$ cat config.mk
export PLATFORM = sky130hd
export DESIGN_NAME = rock_scheduler
export DESIGN_NICKNAME = d
export VERILOG_FILES = /design/src/rtl/rock_scheduler.sv
export SDC_FILE = /design/constraint.sdc
export NUM_CORES = 1
export LEC_CHECK = 0
export CAP_MARGIN = 0
export CORE_UTILIZATION = 50
export CTS_CLUSTER_SIZE = 40
export DETAILED_ROUTE_END_ITERATION = 16
export PLACE_DENSITY = 0.71
export SYNTH_ARGS = -nofsm -noshare
export SYNTH_HDL_FRONTEND = slang
export SYNTH_SLANG_ARGS = --single-unit
$ cat constraint.sdc
create_clock -name clk -period 3.95 [get_ports clk]
set_input_delay 0.5925 -clock clk [delete_from_list [all_inputs] [get_ports clk]]
set_output_delay 0.5925 -clock clk [all_outputs]
set_load 0.01 [all_outputs]
$ cat src/rtl/rock_scheduler.sv
// rock_scheduler: spawns falling rocks into three lanes, moves them once per
// frame and picks the rock covering the current VGA pixel for the renderer.
// Optional feature macro: ROCK_SPEEDUP_EN. When defined, the fall speed grows
// with the number of spawns since reset/clear (speed + spawns/8, capped at 7).
module rock_scheduler #(
  parameter logic [9:0]  LANE0_X   = 10'd160,
  parameter logic [9:0]  LANE1_X   = 10'd320,
  parameter logic [9:0]  LANE2_X   = 10'd480,
  parameter logic [7:0]  SPAWN_GAP = 8'd45,
  parameter logic [15:0] SEED      = 16'hACE1
) (
  input  logic       clk,
  input  logic       rst,
  input  logic       frame_tick,
  input  logic       run,
  input  logic       clear,
  input  logic [2:0] speed,
  input  logic [9:0] hCount,
  input  logic [9:0] vCount,
  output logic [9:0] rock_x_center,
  output logic [9:0] rock_y_top,
  output logic       rock_sel_valid,
  output logic [3:0] slot_active,
  output logic       spawn_pulse,
  output logic [1:0] state
);

  typedef enum logic [1:0] {IDLE = 2'd0, PLAY = 2'd1, FREEZE = 2'd2} state_t;

  state_t      state_q, state_d;
  logic        play_tick;
  logic [3:0]  active_q, active_d;
  logic [1:0]  lane_q [4];
  logic [1:0]  lane_d [4];
  logic [9:0]  ytop_q [4];
  logic [9:0]  ytop_d [4];
  logic [10:0] step_sum [4];
  logic [7:0]  cnt_q;
  logic [15:0] lfsr_q;
  logic [1:0]  free_idx;
  logic        spawn_go;
  logic [1:0]  spawn_lane;
  logic [2:0]  eff_speed;
  logic        hit;
  logic [9:0]  hit_x, hit_y;

  function automatic logic [9:0] lane_x(input logic [1:0] lane);
    case (lane)
      2'd0:    lane_x = LANE0_X;
      2'd2:    lane_x = LANE2_X;
      default: lane_x = LANE1_X;
    endcase
  endfunction

  assign state       = state_q;
  assign slot_active = active_q;

  // FSM state register
  always_ff @(posedge clk) begin
    if (rst) state_q <= IDLE;
    else     state_q <= state_d;
  end

  // FSM next-state logic; clear wins over run
  always_comb begin
    state_d = state_q;
    if (clear) begin
      state_d = IDLE;
    end else begin
      case (state_q)
        IDLE:    if (run)  state_d = PLAY;
        PLAY:    if (!run) state_d = FREEZE;
        FREEZE:  if (run)  state_d = PLAY;
        default: state_d = IDLE;
      endcase
    end
  end

  // FSM output: a frame tick that advances the game
  always_comb begin
    play_tick = (state_q == PLAY) && frame_tick && !clear;
  end

`ifdef ROCK_SPEEDUP_EN
  logic [5:0] spawn_cnt_q;
  logic [3:0] boosted;

  // Spawn count since reset/clear, saturating at 63
  always_ff @(posedge clk) begin
    if (rst || clear)                      spawn_cnt_q <= '0;
    else if (spawn_go && spawn_cnt_q != '1) spawn_cnt_q <= spawn_cnt_q + 6'd1;
  end

  // Effective speed = speed + spawns/8, capped at 7
  always_comb begin
    boosted   = {1'b0, speed} + {1'b0, spawn_cnt_q[5:3]};
    eff_speed = (boosted > 4'd7) ? 3'd7 : boosted[2:0];
  end
`else
  // Effective speed is the raw speed input
  always_comb begin
    eff_speed = speed;
  end
`endif

  // Spawn decision: lowest free slot taken from occupancy before this tick,
  // so a slot retiring on this tick cannot be refilled on the same tick
  always_comb begin
    free_idx = 2'd0;
    for (int i = 3; i >= 0; i--) begin
      if (!active_q[i]) free_idx = 2'(i);
    end
    spawn_go   = play_tick && (cnt_q == 8'd0) && !(&active_q);
    spawn_lane = (lfsr_q[1:0] == 2'd3) ? 2'd1 : lfsr_q[1:0];
  end

  // Next slot contents: move or retire active slots, then place the new rock
  always_comb begin
    active_d = active_q;
    for (int i = 0; i < 4; i++) begin
      lane_d[i]   = lane_q[i];
      ytop_d[i]   = ytop_q[i];
      step_sum[i] = {1'b0, ytop_q[i]} + {8'd0, eff_speed};
      if (play_tick && active_q[i]) begin
        if (step_sum[i] >= 11'd480) active_d[i] = 1'b0;
        else                         ytop_d[i]   = step_sum[i][9:0];
      end
    end
    if (spawn_go) begin
      active_d[free_idx] = 1'b1;
      lane_d[free_idx]   = spawn_lane;
      ytop_d[free_idx]   = 10'd0;
    end
  end

  // Slot storage, spawn counter, LFSR and spawn pulse
  always_ff @(posedge clk) begin
    // NOTE: the slot array is only four entries, so every field is reset to
    // keep the outputs deterministic even though only the active bits matter.
    if (rst) begin
      active_q    <= '0;
      cnt_q       <= SPAWN_GAP;
      lfsr_q      <= SEED;
      spawn_pulse <= 1'b0;
      for (int i = 0; i < 4; i++) begin
        lane_q[i] <= 2'd0;
        ytop_q[i] <= 10'd0;
      end
    end else if (clear) begin
      active_q    <= '0;
      cnt_q       <= SPAWN_GAP;
      spawn_pulse <= 1'b0;
    end else begin
      active_q    <= active_d;
      spawn_pulse <= spawn_go;
      for (int i = 0; i < 4; i++) begin
        lane_q[i] <= lane_d[i];
        ytop_q[i] <= ytop_d[i];
      end
      if (play_tick) begin
        if (cnt_q != 8'd0) cnt_q <= cnt_q - 8'd1;
        else if (spawn_go) cnt_q <= SPAWN_GAP;
        lfsr_q <= lfsr_q[0] ? ((lfsr_q >> 1) ^ 16'hB400) : (lfsr_q >> 1);
      end
    end
  end

  // Pixel hit test; scanning downward leaves the lowest-index hit selected
  always_comb begin
    hit   = 1'b0;
    hit_x = rock_x_center;
    hit_y = rock_y_top;
    for (int i = 3; i >= 0; i--) begin
      if (active_q[i] &&
          ({1'b0, lane_x(lane_q[i])} <= {1'b0, hCount} + 11'd40) &&
          ({1'b0, hCount} < {1'b0, lane_x(lane_q[i])} + 11'd40) &&
          (vCount >= ytop_q[i]) &&
          ({1'b0, vCount} < {1'b0, ytop_q[i]} + 11'd80)) begin
        hit   = 1'b1;
        hit_x = lane_x(lane_q[i]);
        hit_y = ytop_q[i];
      end
    end
  end

  // Registered renderer outputs; positions hold when nothing is hit
  always_ff @(posedge clk) begin
    if (rst) begin
      rock_sel_valid <= 1'b0;
      rock_x_center  <= 10'd0;
      rock_y_top     <= 10'd0;
    end else begin
      rock_sel_valid <= hit;
      rock_x_center  <= hit_x;
      rock_y_top     <= hit_y;
    end
  end

endmodule
### Yosys cells after proc, flatten, opt, wreduce, memory -nomap -nowiden

Memory sizes are Yosys's and may differ from the RTL's.
Cells that the tools add are included.

| storage, ports and cells | value |
|---|---|
| memories kept | 2 |
| latch bits | 0 |
| memory bits (read-only) | 0 |
| register bits | 52 |
| RAM bits | 48 |
| word-level logic and storage cells | 180 |

Memory list:

| name | depth | width | rd ports | clocked after memory_dff | wr ports | RTL line | source |
|---|---|---|---|---|---|---|---|
| ytop_q | 4 | 10 | 4 | 0 | 4 | 35 | `logic [9:0] ytop_q [4];` |
| lane_q | 4 | 2 | 4 | 0 | 4 | 33 | `logic [1:0] lane_q [4];` |

| cells by class | value |
|---|---|
| equality and inequality tests | 9 |
| magnitude comparators | 24 |
| add/sub/neg operators | 14 |
| mux-type cells | 66 |
| reduce and logical (&&, ||, !) cells | 43 |
| bitwise operators | 14 |
| shifts and indexed selects | 0 |
| divide/modulo/power cells | 0 |
| multipliers | 0 |

Operator list:

| cell | number |
|---|---|
| $mux W10 | 21 |
| $lt A10 B11 Y1 | 8 |
| $pmux W9 S2 | 4 |
| $add A10 B6 Y11 const B | 5 |
| $add A10 B3 Y11 | 4 |
| $add A10 B7 Y11 const B | 4 |
| $ge A11 B9 Y1 const B | 4 |
| $le A10 B11 Y1 | 4 |
| $and A40 B40 Y40 | 1 |
| $ge A10 B10 Y1 | 4 |
| $mux W40 | 1 |
| $not A40 Y40 | 1 |
| $logic_and A1 B1 Y1 | 26 |
| $mux W2 | 12 |
| $mux W8 | 3 |
| $demux W10 S2 | 1 |
| $mux W1 | 18 |
| $mux W16 | 1 |
| $eq A2 B2 Y1 const B | 6 |
| $logic_not A2 Y1 | 5 |
| $bwmux W8 | 1 |
| $logic_not A8 Y1 | 1 |
| $or A1 B1 Y1 | 8 |
| $reduce_bool A8 Y1 | 1 |
| 22 further kinds | 26 |

### Logic depth before layout (Yosys ltp)

Gate-level depths: netlist (run 1).

| logic depth | value |
|---|---|
| depth in word-level cells | 13 |
| gate-level depth with buffers | 14 |

### Worst setup path before layout (run 1)

OpenSTA, ideal clock, no wires.

| timing | value |
|---|---|
| kind | in2reg |
| start | input port hCount[3] |
| end | register rock_y_top[5] |
| buffers on the path | 1 |
| path slack | 0.401 ns |
| cell stages on the path | 12 |
| required time | 3.862 ns |
| arrival time | 3.460 ns |
| setup time | 0.088 ns |
| cell sequence | a21oi_1 xor2_1 ha_1 a21oi_1 o21ai_2 a21oi_1 o31ai_2 a2111oi_4 buf_2 mux2i_1 o21ai_0 a311oi_2 |

| between the ends | value |
|---|---|
| cells in the longest elaborated chain, start to end | 9 |

Ends and longest elaborated chain:

| item | RTL line | source |
|---|---|---|
| start, declared | 18 | `input logic [9:0] hCount,` |
| $add A10 B6 Y11 | 175 | `({1'b0, lane_x(lane_q[i])} <= {1'b0, hCount} + 11'd40) &&` |
| $le A10 B11 Y1 | 175 |  |
| $logic_and A1 B1 Y1 | 174 | `if (active_q[i] &&` |
| $logic_and A1 B1 Y1 | 175 |  |
| $logic_and A1 B1 Y1 | 176 | `({1'b0, hCount} < {1'b0, lane_x(lane_q[i])} + 11'd40) &&` |
| $logic_and A1 B1 Y1 | 177 | `(vCount >= ytop_q[i]) &&` |
| $mux W10 (3 in a row) | 174 |  |
| end signal, assigned | 195 | `rock_y_top <= hit_y;` |
| end, declared | 21 | `output logic [9:0] rock_y_top,` |

Parallel ways exist; a longest one is shown, timed or not.
A chain may end at the register's enable or synchronous reset.

### Final worst setup path (run 1)

| timing | value |
|---|---|
| start | input port hCount[4] |
| end | register rock_y_top[2] |

Same word-level chain as after synthesis.

==> results of run 1 <==
-- per-layer routing --
metal	vias up	global-route usage, %	wire, um
met3	47	4.500	959
met2	187	44.34	9855
li1	3580	-	-
met1	3345	34.39	9803
met4	0	11.83	850
met5	-	0	0
-- synth_stat cells (14+ instances only) --
| master | instances |
|---|---|
| a211oi_1 | 15 |
| a21o_1 | 14 |
| a21oi_1 | 69 |
| clkbuf_1 | 25 |
| dfxtp_1 | 44 |
| edfxtp_1 | 48 |
| ha_1 | 114 |
| inv_1 | 73 |
| mux2i_1 | 25 |
| nand2_1 | 82 |
| nand3_1 | 17 |
| nor2_1 | 66 |
| nor3_1 | 23 |
| o21ai_0 | 48 |
| or3_1 | 18 |
| xnor2_1 | 32 |
-- registers in the layout, summed over array words and instances, names as in the netlist --
name            count
cnt_q               8
lane_q              8
lfsr_q             16
rock_sel_valid      1
rock_x_center       2
rock_y_top         10
slot_active         4
spawn_pulse         1
state               2
ytop_q             40
-- placed cells by master, fill, tap and decap left out, drive strengths merged, types with 6 or more instances in the layout --
| cell | n |
|---|---|
| a211o | 10 |
| dfxtp | 44 |
| a22oi | 10 |
| ha | 114 |
| buf | 47 |
| nand2 | 82 |
| a21oi | 69 |
| and3 | 7 |
| a21o | 14 |
| nor3 | 23 |
| clkbuf | 9 |
| nor4 | 12 |
| o211ai | 11 |
| nand3 | 17 |
| and2 | 6 |
| nor2 | 66 |
| o21ai | 61 |
| edfxtp | 48 |
| nor2b | 13 |
| nand2b | 10 |
| conb | 6 |
| nor3b | 6 |
| xor2 | 11 |
| mux2i | 25 |
| clkdlybuf4s50 | 49 |
| nand4 | 6 |
| o21a | 7 |
| or3 | 18 |
| nand3b | 8 |
| a211oi | 15 |
| a311oi | 11 |
| xnor2 | 32 |
| inv | 78 |
-- power by group --
group	switching [mW]	leakage (nW)	internal (mW)	total, mW
Combinational	0.330	2.70	0.252	0.581
Clock	0.434	0.150	0.451	0.885
Sequential	0.0501	0.881	1.04	1.09
Total	0.813	3.73	1.74	2.56
-- what timing repair did --
item	in CTS	in global routing
setup buffers	0	0
setup endpoints to repair	0	7
gates resized for setup	0	1
endpoints found under the hold margin	0	0
-- metrics by stage --
stage          setup slack (ns)  instance area [sq um]  total power [mW]  util, %  cells
2_1_floorplan            0.4014                   8102             1.478        -    939
3_3_place_gp             0.1284                   9096             1.668    57.47   1212
3_5_place_dp            0.05851                   9096             1.681    57.47   1212
4_1_cts                  0.3295                   9400             2.570    59.39   1228
5_1_grt                  0.1669                   9407             2.688    59.43   1228
6_report                 0.3922                   9407             2.556    59.43   1228
-- cell type report --
cell class                 instances  area (sq um)  share of cell area (%)
clock buffer                       9         225.2                   2.394
clock inverter                     7         78.83                  0.8380
inverter                          74         277.8                   2.953
multi-input combinational        734          5351                   56.89
sequential                        92          2322                   24.69
tap                              216         270.3                   2.873
timing repair buffer              96         880.8                   9.364
-- worst max path at each step --
stage / slack (ns) / to / cells after the start
after detailed placement: 0.06 / rock_y_top[5] / 14
final: 0.39 / rock_y_top[2] / 12
after global routing: 0.17 / rock_y_top[2] / 13
after floorplan: 0.40 / rock_y_top[5] / 12
after global placement: 0.13 / rock_y_top[3] / 13
after CTS: 0.33 / rock_y_top[5] / 13
-- kinds of logic (layout without fill, tap and decap cells) --
family                   Yosys count  after routing
multiplexers                      25             25
adder cells (fa/ha/maj)          119            119
AND/OR/NAND/NOR                  288            288
XOR/XNOR                          43             43
other                              1              6
buffers and inverters            113            186
flip-flops                        92             92
AO/OA/AOI/OAI                    253            253
-- worst max-delay path, delay by kind of cell --
family	cells	cell delay, ns
buf+inv	2	0.74
simple gates	3	0.57
xor+xnor	1	0.34
compound gates	4	0.98
fa+ha+maj	2	0.55
==> results by group, run 1 <==
Status
  – Outcome: finished, final reports clean

Setup path
  – Worst R2R End: rock_y_top[5]
  – Crit path largest cell delay: 0.55 ns
  – CP dominant cell by count: ha_1
  – Critical Path Slowest Stage Cell: clkdlybuf4s50_1
  – CP Data Required Time: 4.16 ns
  – Crit path from: hCount[4]
  – Worst setup path class: input port to flop
  – Reg2Reg Setup Slack: 0.44 ns
  – Startpoint Class: input port
  – Worst r2r src: ytop_q[0][5]
  – Worst r2r path cells: 13
  – CP cell instances: clkdlybuf4s50_1 > ha_1 > xor2_1 > ha_1 > and2_1 > and4_1 > o32ai_1 > o21ai_1 > and3_1 > buf_4 > o311ai_0 > a311oi_2
  – Highest net fanout along the worst path: 18
  – CP endpoint kind: flop
  – CP arrival: 3.77 ns

Final layout
  – Layout cells sized above 1: 8.597%
  – Area Overhead vs Synth: 16.38%
  – Fillers: 1430
  – Inserted Diodes: 0
  – Layout Nets: 1153

Yosys
  – Syn avg cell area: 8.654 sq um
  – Post-synth EDFFs: 48
  – Post-Synth Adder-Cell Area: 18.76%
  – Compound-Gate Fraction of Synth Area: 21.25%
  – Synth area leaders: edfxtp_1 18%, ha_1 18%, dfxtp_1 11%
  – Post-synthesis simple-gate area fraction: 17.69%
  – Synth unique cells: 72
  – Primary FF master, synth: edfxtp_1
  – Xor/xnor share of the synthesized area: 4.659%
  – Ys async rst share: 0%
  – Cell count after synthesis: 934
  – FF+latch count, synth: 92
  – Seq/Total Area, Yosys: 28.73%
  – Synth Cell Area: 0.008083 sq mm
  – Combinational family with the most area after synthesis: compound AO/OA/AOI/OAI gates
  – Synth top area share: 17.83%
  – Synth warnings: 0
  – Area leader, netlist: edfxtp_1
  – Mux cell area share after synthesis: 3.096%

Timing
  – Slew HR: 55.02%
  – Setup Viol. Count Final: 0
  – Setup TNS: 0 ns
  – Final hold violations: 0
  – Fmax achieved: 281.1 MHz
  – Clock skew: 0.01064 ns
  – Slew @ Worst Pin: 0.6685 ns
  – Pins Over Slew Limit: 0
  – Tcrit/Tclk final: 90.07%
  – Fin crit period: 3.558 ns
  – RSZ-0062 raised after global routing: no
  – Hold WS: 0.4522 ns

Global routing
  – Grt ovf: 0
  – Vias in the first global route: 6723
  – Global-route wire length before repair: 34320 um
  – Largest net degree at the start of global routing: 35
  – Initial antenna violation count: 0
  – Gr usage total: 26.80%

Floorplan
  – # rows: 46
  – Die area: 0.01668 sq mm
  – Initial Util: 51.07%
  – DIE HEIGHT: 129.1 um
  – Core box area: 0.01583 sq mm
  – DIE WIDTH: 129.1 um
  – Ports: 56

Hold path
  – Hold Crit Endpoint: lfsr_q[8]
  – Worst hold-check path type: flop to flop
  – Worst Hold Launch: lfsr_q[9]
  – Hold path depth: 2

Power and ir drop
  – Peak VDD IR: 0.0002790 V
  – Pwr/cell area: 271.7 mW/mm^2
  – Pleak: 3.733 nW

Place
  – DP HPWL: 16750 um
  – Buffers on Ports: 49
  – Gpl congestion: 0.9200

Job
  – MaxCap Viol Count: 0

Clock tree
  – CTS Buf Count: 9
  – H-Tree Level Count: 3
  – Root Buffer: clkbuf_16
  – Clk sinks: 92
  – Worst skew pair latency: 0.35 ns
  – Hold_buf cts: 0
  – Clk slew on worst S/H paths: 0.07 ns
  – CTS tree: built
  – Max Root-Sink Buffers: 2

Drt
  – Drt wl/cell: 17.48 um
  – Routed Antenna Nets: 0
  – Detailed-route wire length: 21470 um
  – Drt drc: 0
  – DRT iter0 DRCs: 500
  – First-pass detailed-route iteration total: 5
  – Via count: 7159
  – Vias per inst: 5.830
Power figures use the tool's default switching activity.
==> run 2: changes to the inputs <==
PLACE_DENSITY = 0.69   (was 0.71)
SKIP_CTS_REPAIR_TIMING = 1   (was not set)
SLEW_MARGIN = 20   (was not set)
==> run 2 against run 1 <==
  * Via count increased by 0.94%
  * Fmax decreased by 2.6%
  * Power increased by 0.31%
  * Setup slack got worse by 0.095 ns
  * First-iteration DRC count increased by 21%
  * Critical path depth increased by 2
  * Core utilization decreased by 0.29 points
  * Count of clock-buffer cells in the layout unchanged
  * Sequential power about the same
  * Sequential share of layout area increased by 0.12 points
  * Hold slack improved by 0.0013 ns
  * Critical path type is now flop to flop
  * Critical endpoint is now rock_y_top[9]
  * Largest cell class unchanged
  * Largest power group unchanged
  * Highest routed layer unchanged
==> results by group, run 2 (synthesized netlist as in run 1, its figures left out) <==
Status
  – Outcome: finished, final reports clean

Timing
  – Pins Over Slew Limit: 0 (unchanged)
  – Fin crit period: 3.653 ns (+0.09520 ns)
  – Hold WS: 0.4535 ns (+0.001293 ns)
  – Slew HR: 56.34% (+1.3 points)
  – Final worst slack: 0.2970 ns (-0.09520 ns)
  – Fmax achieved: 273.7 MHz (-2.6%)
  – Slew @ Worst Pin: 0.6490 ns (-0.01957 ns)
  – Clock skew: 0.01100 ns (+0.0003614 ns)
  – Tcrit/Tclk final: 92.48% (+2.4 points)
  – RSZ-0062 raised after global routing: no
  – Setup Viol. Count Final: 0 (unchanged)
  – Final hold violations: 0 (unchanged)

Clock tree
  – Max Root-Sink Buffers: 2 (unchanged)
  – Clk sinks: 92 (unchanged)
  – Worst skew pair latency: 0.36 ns (about the same)
  – Root Buffer: clkbuf_16
  – CTS tree: built
  – CTS Buf Count: 9 (unchanged)
  – H-Tree Level Count: 3 (unchanged)
  – Clk slew on worst S/H paths: 0.08 ns (about the same)

Final layout
  – Biggest register: ytop_q
  – Commonest cells after routing, fill and taps aside: 114 x ha_1, 82 x nand2_1, 73 x inv_1, 69 x a21oi_1, 66 x nor2_1
  – Layout Nets: 1148 (-0.43%)
  – Layout cells sized above 1: 8.044% (-0.55 points)
  – Multi-input logic area: 0.005345 sq mm (-0.12%)
  – Inserted Diodes: 0 (unchanged)
  – Max FFs per register: 40 (unchanged)
  – Fillers: 1413 (-1.2%)
  – FF/Latch Area: 0.002322 sq mm (unchanged)
  – Area Overhead vs Synth: 15.80%
  – Top Registers: ytop_q: 40 flops, lfsr_q: 16 flops, rock_y_top: 10 flops
  – Most common cell after layout, fill and taps aside: ha_1

Hold path
  – Worst Hold Launch: lfsr_q[9]
  – Hold Crit Endpoint: lfsr_q[8]
  – Hold path depth: 2 (unchanged)
  – Worst hold-check path type: flop to flop

Place
  – Pre-CTS setup slack: -0.02756 ns (-0.08607 ns)
  – DP HPWL: 16920 um (+1.0%)
  – Gpl congestion: 0.9188 (-0.13%)
  – Buffers on Ports: 49 (unchanged)

Drt
  – Drt drc: 0 (unchanged)
  – Via count: 7226 (+0.94%)
  – Routed Antenna Nets: 0 (unchanged)
  – First-pass detailed-route iteration total: 7 (+2)
  – Drt wl/cell: 17.76 um (+1.6%)
  – Vias per inst: 5.908 (+1.3%)
  – Detailed-route wire length: 21730 um (+1.2%)
  – DRT iter0 DRCs: 604 (+21%)

Job
  – MaxCap Viol Count: 0 (unchanged)

Floorplan
  – Die area: 0.01668 sq mm (unchanged)
  – # rows: 46 (unchanged)
  – Core box area: 0.01583 sq mm (unchanged)
  – DIE WIDTH: 129.1 um (unchanged)
  – DIE HEIGHT: 129.1 um (unchanged)
  – Ports: 56 (unchanged)
  – Initial Util: 51.07% (unchanged)

Power and ir drop
  – Gate power share: 22.5% (-0.2 points)
  – Pleak: 3.709 nW (-0.64%)
  – Power share of the clock group: 34.9% (+0.3 points)
  – Sequential share of power: 42.6% (about the same)
  – Peak VDD IR: 0.0001985 V (-29%)
  – Sw power: 0.8228 mW (+1.1%)
  – Internal power: 1.741 mW (about the same)
  – Pwr/cell area: 273.9 mW/mm^2 (+0.80%)
  – Switching fraction of total power: 32.09% (+0.27 points)

Setup path
  – Worst r2r path cells: 14 (+1)
  – Family with the most delay on the worst path: compound AO/OA/AOI/OAI gates
  – Crit path largest cell delay: 0.55 ns (about the same)
  – Critical path buffer and inverter count: 2 (unchanged)
  – Worst r2r src: ytop_q[0][4]
  – Worst setup path class: flop to flop
  – Worst R2R End: rock_y_top[9]
  – CP Data Required Time: 4.22 ns (+0.06 ns)
  – CP cell instances: ha_1 > o21ai_0 > xnor2_1 > ha_1 > nand4_1 > nor3_1 > a2111oi_0 > a21oi_1 > a311oi_1 > buf_4 > and2_1 > buf_12 > nand2_1 > a311oi_2
  – CP dominant cell by count: ha_1
  – CP endpoint kind: flop
  – Reg2Reg Setup Slack: 0.30 ns (-0.14 ns)
  – Critical Path Slowest Stage Cell: edfxtp_1
  – CP arrival: 3.92 ns (+0.15 ns)
  – Startpoint Class: flop
  – Highest net fanout along the worst path: 10 (-8)

Global routing
  – Gr usage total: 27.21% (+0.40 points)
  – Busiest grt layer: met2
  – GRT met3 Usage: 3.427% (-1.1 points)
  – Global-route wire length before repair: 34800 um (+1.4%)
  – Vias in the first global route: 6668 (-0.82%)
  – Met1 GRT Util: 35.62% (+1.2 points)
  – Largest net degree at the start of global routing: 37 (+5.7%)
  – Grt ovf: 0 (unchanged)
  – Initial antenna violation count: 0 (unchanged)
  – Met2 Use GR: 45.22% (+0.89 points)
## run 2: per-layer routing
layer	share of wire [%]	wire, um	vias to the layer above
li1	-	-	3567
met5	0	0	-
met4	3.5	769	0
met1	46	9893	3414
met3	4.4	958	43
met2	47	10110	202
## run 2: tightest hold or removal path, stage by stage, from the launching register on
cell     delay (ns)
dfxtp_1        0.31
nand2_1        0.05
a21oi_1        0.05
## run 2: final cells by class
type	instances	share of cell area (%)
Multi-Input combinational cell	734	57.10
Tap cell	216	2.887
Timing Repair Buffer	91	9.009
Sequential cell	92	24.81
Clock buffer	9	2.406
Clock inverter	7	0.8154
Inverter	74	2.968
## run 2: how the worst max path moves through the flow
stage          slack, ns       endpoint    startpoint  cells past startpoint
2_1_floorplan       0.40  rock_y_top[5]     hCount[3]                     12
3_3_place_gp        0.11  rock_y_top[8]     hCount[4]                     14
3_5_place_dp       -0.03  rock_y_top[0]     hCount[4]                     13
4_1_cts             0.35  rock_y_top[9]  ytop_q[0][4]                     14
5_1_grt             0.09  rock_y_top[8]     hCount[4]                     14
6_report            0.30  rock_y_top[9]  ytop_q[0][4]                     14
## run 2: stage by stage
stage	power (mW)	setup TNS, ns	area, sq um	utilization (%)	instances
final	2.564	0	9360	59.14	1223
after detailed placement	1.681	-0.02756	9059	57.23	1207
after CTS	2.570	0	9360	59.14	1223
after floorplan	1.478	0	8102	-	939
after global routing	2.697	0	9360	59.14	1223
after global placement	1.667	0	9059	57.23	1207
## run 2: power by group through the flow
stage	logic, mW	registers (mW)	clock network (mW)
after detailed placement	0.569	1.11	0
after floorplan	0.389	1.09	0
after global routing	0.655	1.10	0.944
final	0.577	1.09	0.895
after CTS	0.574	1.09	0.905
after global placement	0.556	1.11	0
